## src/rtl/wb_arb_pkg.sv

```systemverilog
// Shared types for the regfile write-port arbiter.
// Default widths, queued-entry layout and grant sources.
package wb_arb_pkg;
  localparam int WB_DW = 32;
  localparam int WB_AW = 5;

  typedef struct packed {
    logic [WB_AW-1:0] rd;
    logic [WB_DW-1:0] data;
  } wb_entry_t;

  typedef enum logic [1:0] {
    GNT_NONE,
    GNT_PIPE,
    GNT_FIFO,
    GNT_BYPASS
  } grant_e;
endpackage

```

## src/rtl/wb_port_arbiter_if.sv

```systemverilog
// Bundle between WB stage, long-latency producer,
// regfile write port and hazard unit.
interface wb_port_arbiter_if
  import wb_arb_pkg::*;
#(
  parameter int DW = WB_DW,
  parameter int AW = WB_AW
);
  logic            wb_we;
  logic [AW-1:0]   wb_rd;
  logic [DW-1:0]   wb_data;
  logic            ll_valid;
  logic [AW-1:0]   ll_rd;
  logic [DW-1:0]   ll_data;
  logic            ll_ready;
  logic            rf_we;
  logic [AW-1:0]   rf_waddr;
  logic [DW-1:0]   rf_wdata;
  logic [2**AW-1:0] pending_mask;
  logic            stall_req;

  modport master (
    output wb_we, wb_rd, wb_data,
    output ll_valid, ll_rd, ll_data,
    input  ll_ready,
    input  rf_we, rf_waddr, rf_wdata,
    input  pending_mask, stall_req
  );

  modport slave (
    input  wb_we, wb_rd, wb_data,
    input  ll_valid, ll_rd, ll_data,
    output ll_ready,
    output rf_we, rf_waddr, rf_wdata,
    output pending_mask, stall_req
  );
endinterface

```

## src/rtl/wb_arb_fifo.sv

```systemverilog
// Small sync FIFO for long-latency results; exports
// per-entry rd and valid so the owner can build a mask.
module wb_arb_fifo
  import wb_arb_pkg::*;
#(
  parameter int DW    = WB_DW,
  parameter int AW    = WB_AW,
  parameter int DEPTH = 4,
  localparam int PW   = $clog2(DEPTH),
  localparam int CW   = PW + 1
) (
  input  logic          clk,
  input  logic          reset,
  input  logic          push,
  input  logic [AW-1:0] push_rd,
  input  logic [DW-1:0] push_data,
  input  logic          pop,
  output logic [AW-1:0] head_rd,
  output logic [DW-1:0] head_data,
  output logic [CW-1:0] count,
  output logic          empty,
  output logic [AW-1:0] entry_rd [DEPTH],
  output logic [DEPTH-1:0] entry_vld
);
  logic [PW-1:0] wptr;
  logic [PW-1:0] rptr;
  logic [AW-1:0] rd_q   [DEPTH];
  logic [DW-1:0] data_q [DEPTH];

  always_ff @(posedge clk or posedge reset) begin
    if (reset) begin
      wptr  <= '0;
      rptr  <= '0;
      count <= '0;
    end else begin
      if (push) wptr <= wptr + 1'b1;
      if (pop)  rptr <= rptr + 1'b1;
      unique case ({push, pop})
        2'b10:   count <= count + 1'b1;
        2'b01:   count <= count - 1'b1;
        default: ;
      endcase
    end
  end

  always_ff @(posedge clk) begin
    if (push) begin
      rd_q[wptr]   <= push_rd;
      data_q[wptr] <= push_data;
    end
  end

  assign head_rd   = rd_q[rptr];
  assign head_data = data_q[rptr];
  assign empty     = (count == '0);
  assign entry_rd  = rd_q;

  // Slot is live when its distance from the read pointer is below count.
  for (genvar g = 0; g < DEPTH; g++) begin : g_vld
    logic [PW-1:0] offs;
    assign offs         = PW'(g) - rptr;
    assign entry_vld[g] = ({1'b0, offs} < count);
  end
endmodule

```

## src/rtl/wb_port_arbiter.sv

```systemverilog
// Regfile write-port arbiter: WB stage wins, long-latency results queue.
// Define WBARB_BYPASS_EN for same-cycle write of ll results on an idle port.
module wb_port_arbiter
  import wb_arb_pkg::*;
#(
  parameter int DW         = WB_DW,
  parameter int AW         = WB_AW,
  parameter int DEPTH      = 4,
  parameter int STARVE_MAX = 8,
  localparam int CW        = $clog2(DEPTH) + 1,
  localparam int AGW       = $clog2(STARVE_MAX + 1)
) (
  input logic              clk,
  input logic              reset,
  wb_port_arbiter_if.slave bus
);
  logic          pipe_claim;
  logic          ll_take;
  logic          push;
  logic          pop;
  logic          empty;
  logic [CW-1:0] count;
  logic [AW-1:0] head_rd;
  logic [DW-1:0] head_data;
  logic [AW-1:0] entry_rd [DEPTH];
  logic [DEPTH-1:0] entry_vld;
  logic [AGW-1:0] age;
  logic          stall_q;
  logic [2**AW-1:0] mask;
  grant_e        grant;

  assign pipe_claim   = bus.wb_we & (|bus.wb_rd);
  assign ll_take      = bus.ll_valid & (|bus.ll_rd);
  assign bus.ll_ready = ~reset & (count < CW'(DEPTH));

  always_comb begin
    grant = GNT_NONE;
    unique case (1'b1)
      reset:                         grant = GNT_NONE;
      ~reset & pipe_claim:           grant = GNT_PIPE;
      ~reset & ~pipe_claim & ~empty: grant = GNT_FIFO;
`ifdef WBARB_BYPASS_EN
      ~reset & ~pipe_claim & empty & ll_take:
                                     grant = GNT_BYPASS;
`endif
      default:                       grant = GNT_NONE;
    endcase
  end

  always_comb begin
    bus.rf_we    = 1'b0;
    bus.rf_waddr = '0;
    bus.rf_wdata = '0;
    unique case (grant)
      GNT_PIPE: begin
        bus.rf_we    = 1'b1;
        bus.rf_waddr = bus.wb_rd;
        bus.rf_wdata = bus.wb_data;
      end
      GNT_FIFO: begin
        bus.rf_we    = 1'b1;
        bus.rf_waddr = head_rd;
        bus.rf_wdata = head_data;
      end
      GNT_BYPASS: begin
        bus.rf_we    = 1'b1;
        bus.rf_waddr = bus.ll_rd;
        bus.rf_wdata = bus.ll_data;
      end
      default: ;
    endcase
  end

  // r0 results complete the handshake but never occupy a slot.
  assign pop  = (grant == GNT_FIFO);
  assign push = ll_take & bus.ll_ready & (grant != GNT_BYPASS);

  wb_arb_fifo #(
    .DW    (DW),
    .AW    (AW),
    .DEPTH (DEPTH)
  ) u_fifo (
    .clk       (clk),
    .reset     (reset),
    .push      (push),
    .push_rd   (bus.ll_rd),
    .push_data (bus.ll_data),
    .pop       (pop),
    .head_rd   (head_rd),
    .head_data (head_data),
    .count     (count),
    .empty     (empty),
    .entry_rd  (entry_rd),
    .entry_vld (entry_vld)
  );

  always_ff @(posedge clk or posedge reset) begin
    if (reset) begin
      age     <= '0;
      stall_q <= 1'b0;
    end else begin
      if (pop || empty)
        age <= '0;
      else if (age != AGW'(STARVE_MAX))
        age <= age + 1'b1;
      stall_q <= ~pop & ~empty & (age == AGW'(STARVE_MAX));
    end
  end

  assign bus.stall_req = stall_q;

  always_comb begin
    mask = '0;
    for (int i = 0; i < DEPTH; i++)
      if (entry_vld[i]) mask[entry_rd[i]] = 1'b1;
  end

  assign bus.pending_mask = mask;
endmodule
```

## src/flat_wrapper.sv

```systemverilog
// flat-port wrapper written by rule: the top's interface ports become plain ports
module wb_port_arbiter_flat import wb_arb_pkg::*;
#(
  parameter int DW         = WB_DW,
  parameter int AW         = WB_AW,
  parameter int DEPTH      = 4,
  parameter int STARVE_MAX = 8,
  localparam int CW        = $clog2(DEPTH) + 1,
  localparam int AGW       = $clog2(STARVE_MAX + 1)
)
  (clk, reset, bus_wb_we, bus_wb_rd, bus_wb_data, bus_ll_valid, bus_ll_rd, bus_ll_data, bus_ll_ready, bus_rf_we, bus_rf_waddr, bus_rf_wdata, bus_pending_mask, bus_stall_req);
  wb_port_arbiter_if #(.DW(DW), .AW(AW)) bus_i ();
  input logic clk;
  input logic reset;
  input wire logic [$bits(bus_i.wb_we)-1:0] bus_wb_we;
  input wire logic [$bits(bus_i.wb_rd)-1:0] bus_wb_rd;
  input wire logic [$bits(bus_i.wb_data)-1:0] bus_wb_data;
  input wire logic [$bits(bus_i.ll_valid)-1:0] bus_ll_valid;
  input wire logic [$bits(bus_i.ll_rd)-1:0] bus_ll_rd;
  input wire logic [$bits(bus_i.ll_data)-1:0] bus_ll_data;
  output wire logic [$bits(bus_i.ll_ready)-1:0] bus_ll_ready;
  output wire logic [$bits(bus_i.rf_we)-1:0] bus_rf_we;
  output wire logic [$bits(bus_i.rf_waddr)-1:0] bus_rf_waddr;
  output wire logic [$bits(bus_i.rf_wdata)-1:0] bus_rf_wdata;
  output wire logic [$bits(bus_i.pending_mask)-1:0] bus_pending_mask;
  output wire logic [$bits(bus_i.stall_req)-1:0] bus_stall_req;
  assign bus_i.wb_we = bus_wb_we;
  assign bus_i.wb_rd = bus_wb_rd;
  assign bus_i.wb_data = bus_wb_data;
  assign bus_i.ll_valid = bus_ll_valid;
  assign bus_i.ll_rd = bus_ll_rd;
  assign bus_i.ll_data = bus_ll_data;
  assign bus_ll_ready = bus_i.ll_ready;
  assign bus_rf_we = bus_i.rf_we;
  assign bus_rf_waddr = bus_i.rf_waddr;
  assign bus_rf_wdata = bus_i.rf_wdata;
  assign bus_pending_mask = bus_i.pending_mask;
  assign bus_stall_req = bus_i.stall_req;
  wb_port_arbiter #(.DW(DW), .AW(AW), .DEPTH(DEPTH), .STARVE_MAX(STARVE_MAX)) u_core (.clk(clk), .reset(reset), .bus(bus_i));
endmodule
```

## config.mk

```make
export PLATFORM = sky130hd
export DESIGN_NAME = wb_port_arbiter_flat
export DESIGN_NICKNAME = d
export VERILOG_FILES = /design/src/rtl/wb_arb_pkg.sv /design/src/rtl/wb_port_arbiter_if.sv /design/src/rtl/wb_arb_fifo.sv /design/src/rtl/wb_port_arbiter.sv /design/src/flat_wrapper.sv
export SDC_FILE = /design/constraint.sdc
export NUM_CORES = 1
export LEC_CHECK = 0
export ABC_CLOCK_PERIOD_IN_PS = 6450
export CELL_PAD_IN_SITES_DETAIL_PLACEMENT = 1
export CELL_PAD_IN_SITES_GLOBAL_PLACEMENT = 1
export CORE_UTILIZATION = 40
export CTS_BUF_LIST = sky130_fd_sc_hd__clkbuf_2 sky130_fd_sc_hd__clkbuf_4 sky130_fd_sc_hd__clkbuf_8
export DETAILED_ROUTE_END_ITERATION = 8
export GPL_TIMING_DRIVEN = 0
export PLACE_DENSITY_LB_ADDON = 0.3
export SYNTH_ARGS = -nofsm -noshare
export SYNTH_HDL_FRONTEND = slang
export SYNTH_SLANG_ARGS = --single-unit
```

## constraint.sdc

```tcl
create_clock -name clk -period 6.45 [get_ports clk]
set_clock_uncertainty 0.2 [all_clocks]
set_input_delay 1.29 -clock clk [delete_from_list [all_inputs] [get_ports clk]]
set_output_delay 1.29 -clock clk [all_outputs]
set_load 0.1 [all_outputs]
```

; ---- Yosys cells after proc, flatten, opt, wreduce, memory -nomap -nowiden
; Memory sizes are Yosys's and may differ from the RTL's.
; Cells that the tools add are included.
[word_totals]
ramBits = 128
output_inout_bits = 72
inputBits = 78
register_bits = 32
elab_cells = 101
n_memories = 1
[memory_table]
columns = memory, words, word_bits, rd, rd_ports_with_merged_regs, write_ports, line
row1 = u_core.u_fifo.data_q, 4, 32, 1, 0, 1, wb_arb_fifo.sv:28  ; logic [DW-1:0] data_q [DEPTH];
[op_classes]
n_lt_le_gt_ge = 16
n_bitwise = 19
n_eq_ne = 8
n_addsub = 9
reduce_logical = 12
muxes = 27
[ops]
columns = cell, n
row1 = 32-bit 2-to-1 mux, 4
row2 = 32-bit bitwise OR, 3
row3 = 32-bit case mux with 3 select lines, 1
row4 = 5-bit by 6-bit < comparator with 1-bit output (second input constant), 4
row5 = 20-bit bitwise mux, 1
row6 = 1-bit demux with 5-bit select, 4
row7 = 5-bit by 1-bit greater-or-equal comparator with 1-bit output (second input constant), 4
row8 = 5-bit 2-to-1 mux, 3
row9 = 5-bit case mux with 3 select lines, 1
row10 = 2-bit by 3-bit < comparator with 1-bit output, 4
row11 = 1-bit bitwise AND, 10
row12 = 5-bit binary-select mux with 2-bit select, 1
row13 = 5-bit demux with 2-bit select, 1
row14 = 5-bit OR reduction, 2
row15 = 4-bit 2-to-1 mux, 2
row16 = 1-bit 2-to-1 mux, 7
row17 = 2-bit == test (second input constant), 3
row18 = 3-bit greater-or-equal comparator (second input constant), 2
row19 = 2-bit NOT with 3-bit output, 2
row20 = 3-bit case mux with 2 select lines, 1
row21 = 1-bit logical AND, 5
row22 = 2-bit by 1-bit adder with 2-bit output (second input constant), 2
row23 = 4-bit by 1-bit adder with 4-bit output (second input constant), 1
row24 = 2-bit by 1-bit == test with 1-bit output (second input constant), 2
row25 = other kinds (15), 21

; ---- Depth between registers and ports, before layout
; Gate-level depths: netlist of run 1.
[depth]
depth_word = 11
mapped_depth = 12
depth_no_buf = 10

; ---- Hierarchy
; From an unflattened synthesis of run 1, not the netlist that was laid out.
[hier_totals]
hier_cells = 640
area_unflattened_um2 = 8705.8
[by_module_without_submodules]
columns = mod, area_per_inst_um2, seq_area_each_um2, cells_per_inst, n_inst
row1 = wb_arb_fifo, 5895.7, 4619.4, 247, 1
row2 = wb_port_arbiter, 2810.2, 125.1, 393, 1

; ---- Least setup slack after synthesis of run 1
; No wires, ideal clock.
[synth_path]
kind = register to output
from = register u_core.u_fifo.rptr[1]
to = output port bus_pending_mask[16]
slack_ns = 1.456
arrival_ns = 3.504
required_time_ns = 4.960
path_buffers = 1
path_stages_with_launch = 9
cell_sequence = dfrtp_1 -> buf_1 -> xnor2_1 -> inv_1 -> ha_1 -> nor2b_1 -> a211oi_1 -> nand2_1 -> o221ai_1
[synth_between]
elab_chain_len = 9
word_cells_on_any_way = 15
cone_classes = add/sub (4) / order compare (4) / mux (4) / bitwise (3)
[synth_rtl]
columns = element, line
row1 = "start, declared", wb_arb_fifo.sv:26  ; logic [PW-1:0] rptr;
row2 = "start signal, assigned", wb_arb_fifo.sv:37  ; if (pop) rptr <= rptr + 1'b1;
row3 = 1-bit by 2-bit subtractor with 2-bit output, wb_arb_fifo.sv:61  ; assign offs = PW'(g) - rptr;
row4 = 2-bit by 3-bit < comparator with 1-bit output, wb_arb_fifo.sv:62  ; assign entry_vld[g] = ({1'b0, offs} < count);
row5 = 32-bit 2-to-1 mux, wb_port_arbiter.sv:115  ; if (entry_vld[i]) mask[entry_rd[i]] = 1'b1;
row6 = 32-bit bitwise OR (no line), -
row7 = 32-bit 2-to-1 mux, wb_port_arbiter.sv:115
row8 = 32-bit bitwise OR (no line), -
row9 = 32-bit 2-to-1 mux, wb_port_arbiter.sv:115
row10 = 32-bit bitwise OR (no line), -
row11 = 32-bit 2-to-1 mux *, wb_port_arbiter.sv:115
row12 = "end, declared", flat_wrapper.sv:25  ; output wire logic [$bits(bus_i.pending_mask)-1:0] bus_pending_mask;
; Mark *: on every way between the ends. The rest lies on a longest branch, timed or not.

; ---- Worst setup path in the final report of run 1
[layout_path]
from = register u_core.u_fifo.rptr[1]
to = output port bus_pending_mask[28]
; The elaborated chain is that of the path after synthesis.

==> results of run 1 <==
-- critical path: stages (launching register included) --
cell	delay, ns
dfrtp_1	0.49
buf_1	0.57
xnor2_1	0.19
ha_1	0.33
nor2b_1	0.19
a2111oi_2	0.99
a32oi_1	0.17
o221ai_1	0.18
clkdlybuf4s50_1	1.18
-- sequential cells by signal (all words and copies together) (netlist names) --
signal / flops
u_core.u_fifo.entry_rd: 20
u_core.bus.stall_req: 1
u_core.u_fifo.count: 3
u_core.u_fifo.rptr: 2
u_core.age: 4
u_core.u_fifo.data_q: 128
u_core.u_fifo.wptr: 2
-- cell usage after synthesis (all sizes together) (2+ instances only) --
library cell  number
o221ai            11
nand2b            13
a22o              39
xor2               4
nor2b             11
nand3              6
a221o             18
or2                5
nand2             18
nor3               9
inv               14
clkbuf            13
nor4               3
and3               2
o2111ai            7
a32oi              8
buf               20
dfrtp             12
xnor2              5
ha                11
and3b              3
nand3b             3
a211oi             2
nor2              25
edfxtp           148
or3                2
a21oi              3
nor3b              4
a211o              4
nand4              3
a2111oi            3
or3b               4
o21ai              2
mux4              37
a22oi              3
mux2               2
and2              11
o22ai             19
-- power breakdown --
part	leakage, nW	switching, W	total [W]	internal [W]
clock	0.196	0.000434	0.000727	0.000293
combinational	1.71	0.00137	0.00204	0.000670
sequential	1.49	0.0000531	0.00130	0.00125
-- cells by family after synthesis --
kind of cell             count (synthesis)  synth area share, %
XOR/XNOR                                 9                 1.00
multiplexers                            40                 11.0
AO/OA/AOI/OAI                          124                 13.8
buffers and inverters                   47                 2.97
flip-flops                             160                 60.4
adder cells (fa/ha/maj)                 12                 2.01
AND/OR/NAND/NOR                        124                 8.70
-- metal layers --
metal | track usage [%] | share of wire [%]
met2 | 39.9 | 51
met4 | 6.73 | 1.8
met1 | 29.2 | 42
met5 | 0 | 0
met3 | 4.81 | 5.4
-- final cells by class --
| cell class | instances | area share, % |
|---|---|---|
| repair buffers | 153 | 15.7 |
| clock buffers | 17 | 2.30 |
| well taps | 260 | 3.20 |
| clock inverters | 15 | 1.61 |
| multi-input cells | 309 | 28.3 |
| plain buffers | 33 | 1.77 |
| inverters | 14 | 0.516 |
| flip-flops and latches | 160 | 46.6 |
-- per-stage QoR --
| stage | setup slack, ns | util, % |
|---|---|---|
| 6_report | 0.209 | 53.7 |
| 5_1_grt | 0.0527 | 53.7 |
| 4_1_cts | 0.217 | 53.7 |
| 3_5_place_dp | 0.501 | 51.6 |
| 3_3_place_gp | 0.532 | 51.0 |
| 2_1_floorplan | 1.46 | - |
-- worst min path at each step --
stage	slack, ns	depth (start not counted)	from	endpoint
detailed placement	0.31	1	u_core.age[2]$_DFFE_PP0N_	u_core.bus.stall_req$_DFF_PP0_
floorplan	0.28	1	u_core.age[2]$_DFFE_PP0N_	u_core.bus.stall_req$_DFF_PP0_
finish	0.32	1	u_core.age[2]$_DFFE_PP0N_	u_core.bus.stall_req$_DFF_PP0_
global route	0.35	1	u_core.age[2]$_DFFE_PP0N_	u_core.bus.stall_req$_DFF_PP0_
global placement	0.30	1	u_core.age[2]$_DFFE_PP0N_	u_core.bus.stall_req$_DFF_PP0_
CTS	0.32	1	u_core.age[2]$_DFFE_PP0N_	u_core.bus.stall_req$_DFF_PP0_
==> reports/qor.yml, run 1 <==
die:
  die_x_um: 142
  num_rows: 50
  core_area_mm2: 0.0190
  pin_count: 150
  initial_core_util_pct: 41.4
  die_h_um: 142
  die_area_mm2: 0.0202
finish:
  areaGrowthSynthToFinish_pct: 29.7
  drive_gt1_share_pct: 17.1
  n_antenna_cell: 0
  multiInputGateArea_mm2: 0.00288
  final_common_cell: "clkdlybuf4s50_1"
  stdcell_area_mm2: 0.0102
  fin_cells: 961
  nets: 778
  nFillCells: 1846
  mostFrequentLayoutCells: "clkdlybuf4s50_1, edfxtp_1, mux4_2, a22o_1, nor2_1"
  regArea_mm2: 0.00474
detailed_routing:
  post_drt_via_cell_ratio: 5.87
  dr.pass1.iters: 5
  ant_nets: 0
  first_iter_violations: 392
  wirelength_mm: 22.9
  via_count: 5644
  wire_per_inst_um: 23.8
  drc: 0
global_route:
  grt_pass1_vias: 5923
  grt_pass1_wl_mm: 34.1
  grt_antenna_before_repair: 0
  grtUsageTotal_pct: 23.1
  gr-total-overflow: 0
  grt_max_degree: 21
synth:
  ys.flop_type: "edfxtp_1"
  ys_seq_area_share_pct: 60.4
  synth_cell_types: 57
  avgSynthCellArea_um2: 15.2
  yosys_warnings: 0
  ys_ff_latch: 160
  synth_area_mm2: 0.00785
  synthTopCellsByArea: "edfxtp_1, mux4_2, dfrtp_1, a22o_1, a221o_1"
  synthCells: 516
  yosys.area.top_type: "edfxtp_1"
  synth_edf_count: 148
  syn-num-nets: 606
  yosys.area.top_type_share_pct: 56.6
  async_flop_share_pct: 7.50
sta:
  worstMarginPinSlew_ns: 1.08
  fin_tns_setup_ns: 0
  rsz0062_at_grt: "no"
  fin_crit_ns: 6.24
  fmax_ghz: 0.160
  slew_viol_final: 0
  hold_slack_ns: 0.324
  setup_violations: 0
  hold_viol_final: 0
  fin_crit_sh_pct: 96.8
  slew_headroom_pct: 28.0
critical_path:
  r2r_end: "u_core.u_fifo.data_q[1][5]$_DFFE_PP_"
  worst_setup_path_end_kind: "output port"
  crit_start: "u_core.u_fifo.rptr[1]$_DFFE_PP0P_"
  cp-start-kind: "flop"
  arrival_ns: 4.75
  worstSetupEndpoint: "bus_pending_mask[28]"
  r2r_setup_slack_ns: 3.49
  crit_type: "flop to output port"
  worstPathMaxFanout: 10
  worstReg2RegStart: "u_core.u_fifo.count[2]$_DFFE_PP0P_"
  ff2ff_path_depth: 7
  cp_data_required_time_ns: 4.96
clocking:
  clockBufferDepth: 2
  tritoncts: "built"
  post-cts-setup-buffers: 0
  cts_root_buf: "clkbuf_8"
  clkLatencyLatePin_ns: 0.46
  htree_levels: 4
  hold_buffers: 0
  numCtsBuffers: 17
  path_clk_slew_ns: 0.10
  ctsResizeCount: 0
  clock_sinks: 160
placed_design:
  io_buffers: 149
  placed_cells: 929
  gp_congestion: 0.882
  placed_area_mm2: 0.00978
  place_hpwl_mm: 16.5
power_and_ir_drop:
  cellLeakagePower_nw: 3.40
  peakVddDrop_mv: 0.210
  power_w: 0.00406
  power.density_mw_per_mm2: 399
flow_run:
  maxCapViolCount: 0
status:
  status: "finished clean"
hold_path:
  worstHoldPathType: "flop to flop"
Note: power is estimated with default switching activity, not from simulation.
==> run 2: changes to the inputs <==
--- a/config.mk
+++ b/config.mk
@@ -8,6 +8,7 @@
 export ABC_CLOCK_PERIOD_IN_PS = 6450
 export CELL_PAD_IN_SITES_DETAIL_PLACEMENT = 1
 export CELL_PAD_IN_SITES_GLOBAL_PLACEMENT = 1
+export CORE_MARGIN = 1.5
 export CORE_UTILIZATION = 40
 export CTS_BUF_LIST = sky130_fd_sc_hd__clkbuf_2 sky130_fd_sc_hd__clkbuf_4 sky130_fd_sc_hd__clkbuf_8
 export DETAILED_ROUTE_END_ITERATION = 8
@@ -15,4 +16,5 @@
 export PLACE_DENSITY_LB_ADDON = 0.3
 export SYNTH_ARGS = -nofsm -noshare
 export SYNTH_HDL_FRONTEND = slang
+export SYNTH_HIERARCHICAL = 1
 export SYNTH_SLANG_ARGS = --single-unit
==> run 2 against run 1 <==
Against the previous run: area after synthesis is 11% higher; non-clock buffer count grew 24; fmax rose by 7.0%; design area increased by 8.0%; clock power is 6.1% higher; wire length grew 26%; critical path type unchanged; critical endpoint is now bus_pending_mask[3]; largest cell class unchanged; largest power group unchanged.
==> reports/qor.yml, run 2 <==
synth:
  syn-num-nets: 730
  synth_most_common_cell: "edfxtp_1"
  yosys.area.top_type: "edfxtp_1"
  synth_area_mm2: 0.00871
  yosys-top-cells-count: "edfxtp_1, a21oi_1, mux4_2"
  yosys.area_share.simple_pct: 9.89
  muxShareOfSynthArea_pct: 9.80
  ys_ff_latch: 160
  ys.flop_type: "edfxtp_1"
  synth_cell_types: 44
  synth_edf_count: 148
  avgSynthCellArea_um2: 13.6
  async_flop_share_pct: 7.50
  synthTopCellsByArea: "edfxtp_1, mux4_2, o311a_1, dfrtp_1, a41oi_1"
  yosys.area.top_type_share_pct: 51.0
  synth_xor_area_share_pct: 1.01
  yosys_warnings: 6
  synth_fa_ha_area_share_pct: 1.81
  ys_seq_area_share_pct: 54.5
  synth_compound_gate_area_share_pct: 18.4
  synthCells: 640
  synth_top_family_by_area: "compound AO/OA/AOI/OAI gates"
clocking:
  path_clk_slew_ns: 0.10
  cts_root_buf: "clkbuf_8"
  ctsResizeCount: 0
  hold_buffers: 0
  tritoncts: "built"
  post-cts-setup-buffers: 0
  htree_levels: 4
  clkLatencyLatePin_ns: 0.46
  clockBufferDepth: 2
  numCtsBuffers: 17
  clock_sinks: 160
detailed_routing:
  drc: 0
  dr.pass1.iters: 5
  post_drt_via_cell_ratio: 6.49
  ant_nets: 0
  via_count: 7115
  wirelength_mm: 28.8
  wire_per_inst_um: 26.2
  first_iter_violations: 675
sta:
  fin_crit_sh_pct: 90.5
  setup_slack_ns: 0.615
  slew_viol_final: 0
  rsz0062_at_grt: "no"
  setup_violations: 0
  fin_crit_ns: 5.84
  fin_tns_setup_ns: 0
  slew_headroom_pct: 33.3
  worstMarginPinSlew_ns: 0.997
  hold_viol_final: 0
  fmax_ghz: 0.171
critical_path:
  crit_type: "flop to output port"
  cp-start-kind: "flop"
  ff2ff_path_depth: 10
  r2r_setup_slack_ns: 3.43
  worstPathMaxFanout: 10
  worst_setup_path_end_kind: "output port"
  cp_data_required_time_ns: 4.96
  arrival_ns: 4.35
die:
  die_area_mm2: 0.0227
  pin_count: 150
  num_rows: 53
  initial_core_util_pct: 41.2
  die_x_um: 151
  core_area_mm2: 0.0212
  die_h_um: 151
finish:
  fin_cells: 1096
  largest_register: "u_core/u_fifo/data_q"
  final_common_cell: "edfxtp_1"
  stdcell_area_mm2: 0.0110
  drive_gt1_share_pct: 14.5
  n_antenna_cell: 0
  final_util_pct: 51.9
  largest_reg_flops: 128
  nets: 898
  areaGrowthSynthToFinish_pct: 26.2
  mostFrequentLayoutCells: "edfxtp_1, clkdlybuf4s50_1, a21oi_1, mux4_2"
power_and_ir_drop:
  p_sw_w: 0.00188
  seqPwrFrac_pct: 31.4
  clock_power_share_pct: 18.5
  swShare_pct: 45.2
  p_int_w: 0.00228
  combPwrFrac_pct: 50.1
  cellLeakagePower_nw: 3.54
  power.density_mw_per_mm2: 379
  peakVddDrop_mv: 0.164
placed_design:
  io_buffers: 145
  placed_cells: 1064
  dp_slack_ns: 0.750
  place_hpwl_mm: 20.8
  gp_congestion: 0.878
  placed_area_mm2: 0.0106
global_route:
  grt_max_degree: 28
  gr-total-overflow: 0
  grt_pass1_vias: 7338
  grtUsageTotal_pct: 26.0
  grt_antenna_before_repair: 0
  grt_pass1_wl_mm: 43.7
flow_run:
  maxCapViolCount: 0
hold_path:
  worstHoldPathType: "flop to flop"
  hold_depth: 1
status:
  status: "finished clean"
[run 2: changes by cell type in the layout (fill, tap and decap cells not counted), moves of 18 or more]
| cell | previous run | this run |
|---|---|---|
| a221o_1 | 18 | 0 |
| a21oi_1 | 3 | 39 |
| a22o_1 | 29 | 0 |
| o221ai_1 | 11 | 32 |
| a41oi_1 | 0 | 32 |
| o311a_1 | 0 | 32 |
| a22oi_1 | 3 | 23 |
| nor3b_1 | 4 | 32 |
| a31oi_1 | 0 | 32 |
| o22ai_1 | 19 | 0 |
[run 2: routing by layer]
metal / routed length [um] / vias up / track usage, %
li1: - / 3053 / -
met1: 12100 / 3601 / 35.1
met2: 13800 / 379 / 41.9
met3: 1900 / 82 / 4.03
met4: 954 / 0 / 10.5
met5: 0 / - / 0
[run 2: power groups by stage]
stage,Combinational [W],Sequential (W),Clock (W)
after floorplan,0.00151,0.00131,0
final,0.00209,0.00131,0.000771
after CTS,0.00208,0.00131,0.000781
after global routing,0.00219,0.00132,0.000820
after global placement,0.00199,0.00132,0
after detailed placement,0.00207,0.00133,0
[run 2: area by class of cell]
type	instances	area [um2]
plain buffers	61	348
clock buffers	17	234
clock inverters	15	168
fillers	2120	10200
inverters	15	56.3
multi-input cells	404	3560
flip-flops and latches	160	4740
well taps	275	344
repair buffers	149	1530
[run 2: path summary, 6_finish.rpt]
| check | startpoint | endpoint |
|---|---|---|
| min in group asynchronous | reset | u_core/u_fifo/rptr[0]$_DFFE_PP0P_ |
| worst min-delay path | u_core/u_fifo/wptr[0]$_DFFE_PP0P_ | u_core/u_fifo/wptr[0]$_DFFE_PP0P_ |
| worst min register to register | u_core/u_fifo/wptr[0]$_DFFE_PP0P_ | u_core/u_fifo/wptr[0]$_DFFE_PP0P_ |
| max in group asynchronous | reset | u_core/age[0]$_DFFE_PP0N_ |
| worst max-delay path | u_core/u_fifo/rptr[1]$_DFFE_PP0P_ | bus_pending_mask[3] |
| worst max register to register | u_core/u_fifo/count[0]$_DFFE_PP0P_ | u_core/u_fifo/count[2]$_DFFE_PP0P_ |
[run 2: critical path: stages (launching register included)]
cell             delay [ns]
dfrtp_1                0.46
buf_2                  0.35
inv_1                  0.08
ha_1                   0.31
a21oi_1                0.05
o21bai_1               0.52
nor4b_1                0.66
a32oi_1                0.15
o221ai_1               0.13
clkdlybuf4s50_1        1.17
[run 2: through the flow]
step / hold slack, ns / power (W)
floorplan: 0.294 / 0.00282
global placement: 0.310 / 0.00331
detailed placement: 0.340 / 0.00340
CTS: 0.352 / 0.00417
global route: 0.368 / 0.00434
finish: 0.355 / 0.00417
[run 2: cells by family (layout without fill, tap and decap cells)]
logic type / Yosys count / after routing
xor+xnor: 10 / 10
buf+inv: 76 / 257
fa+ha+maj: 12 / 12
simple gates: 134 / 134
flops: 160 / 160
compound gates: 209 / 209
mux: 39 / 39
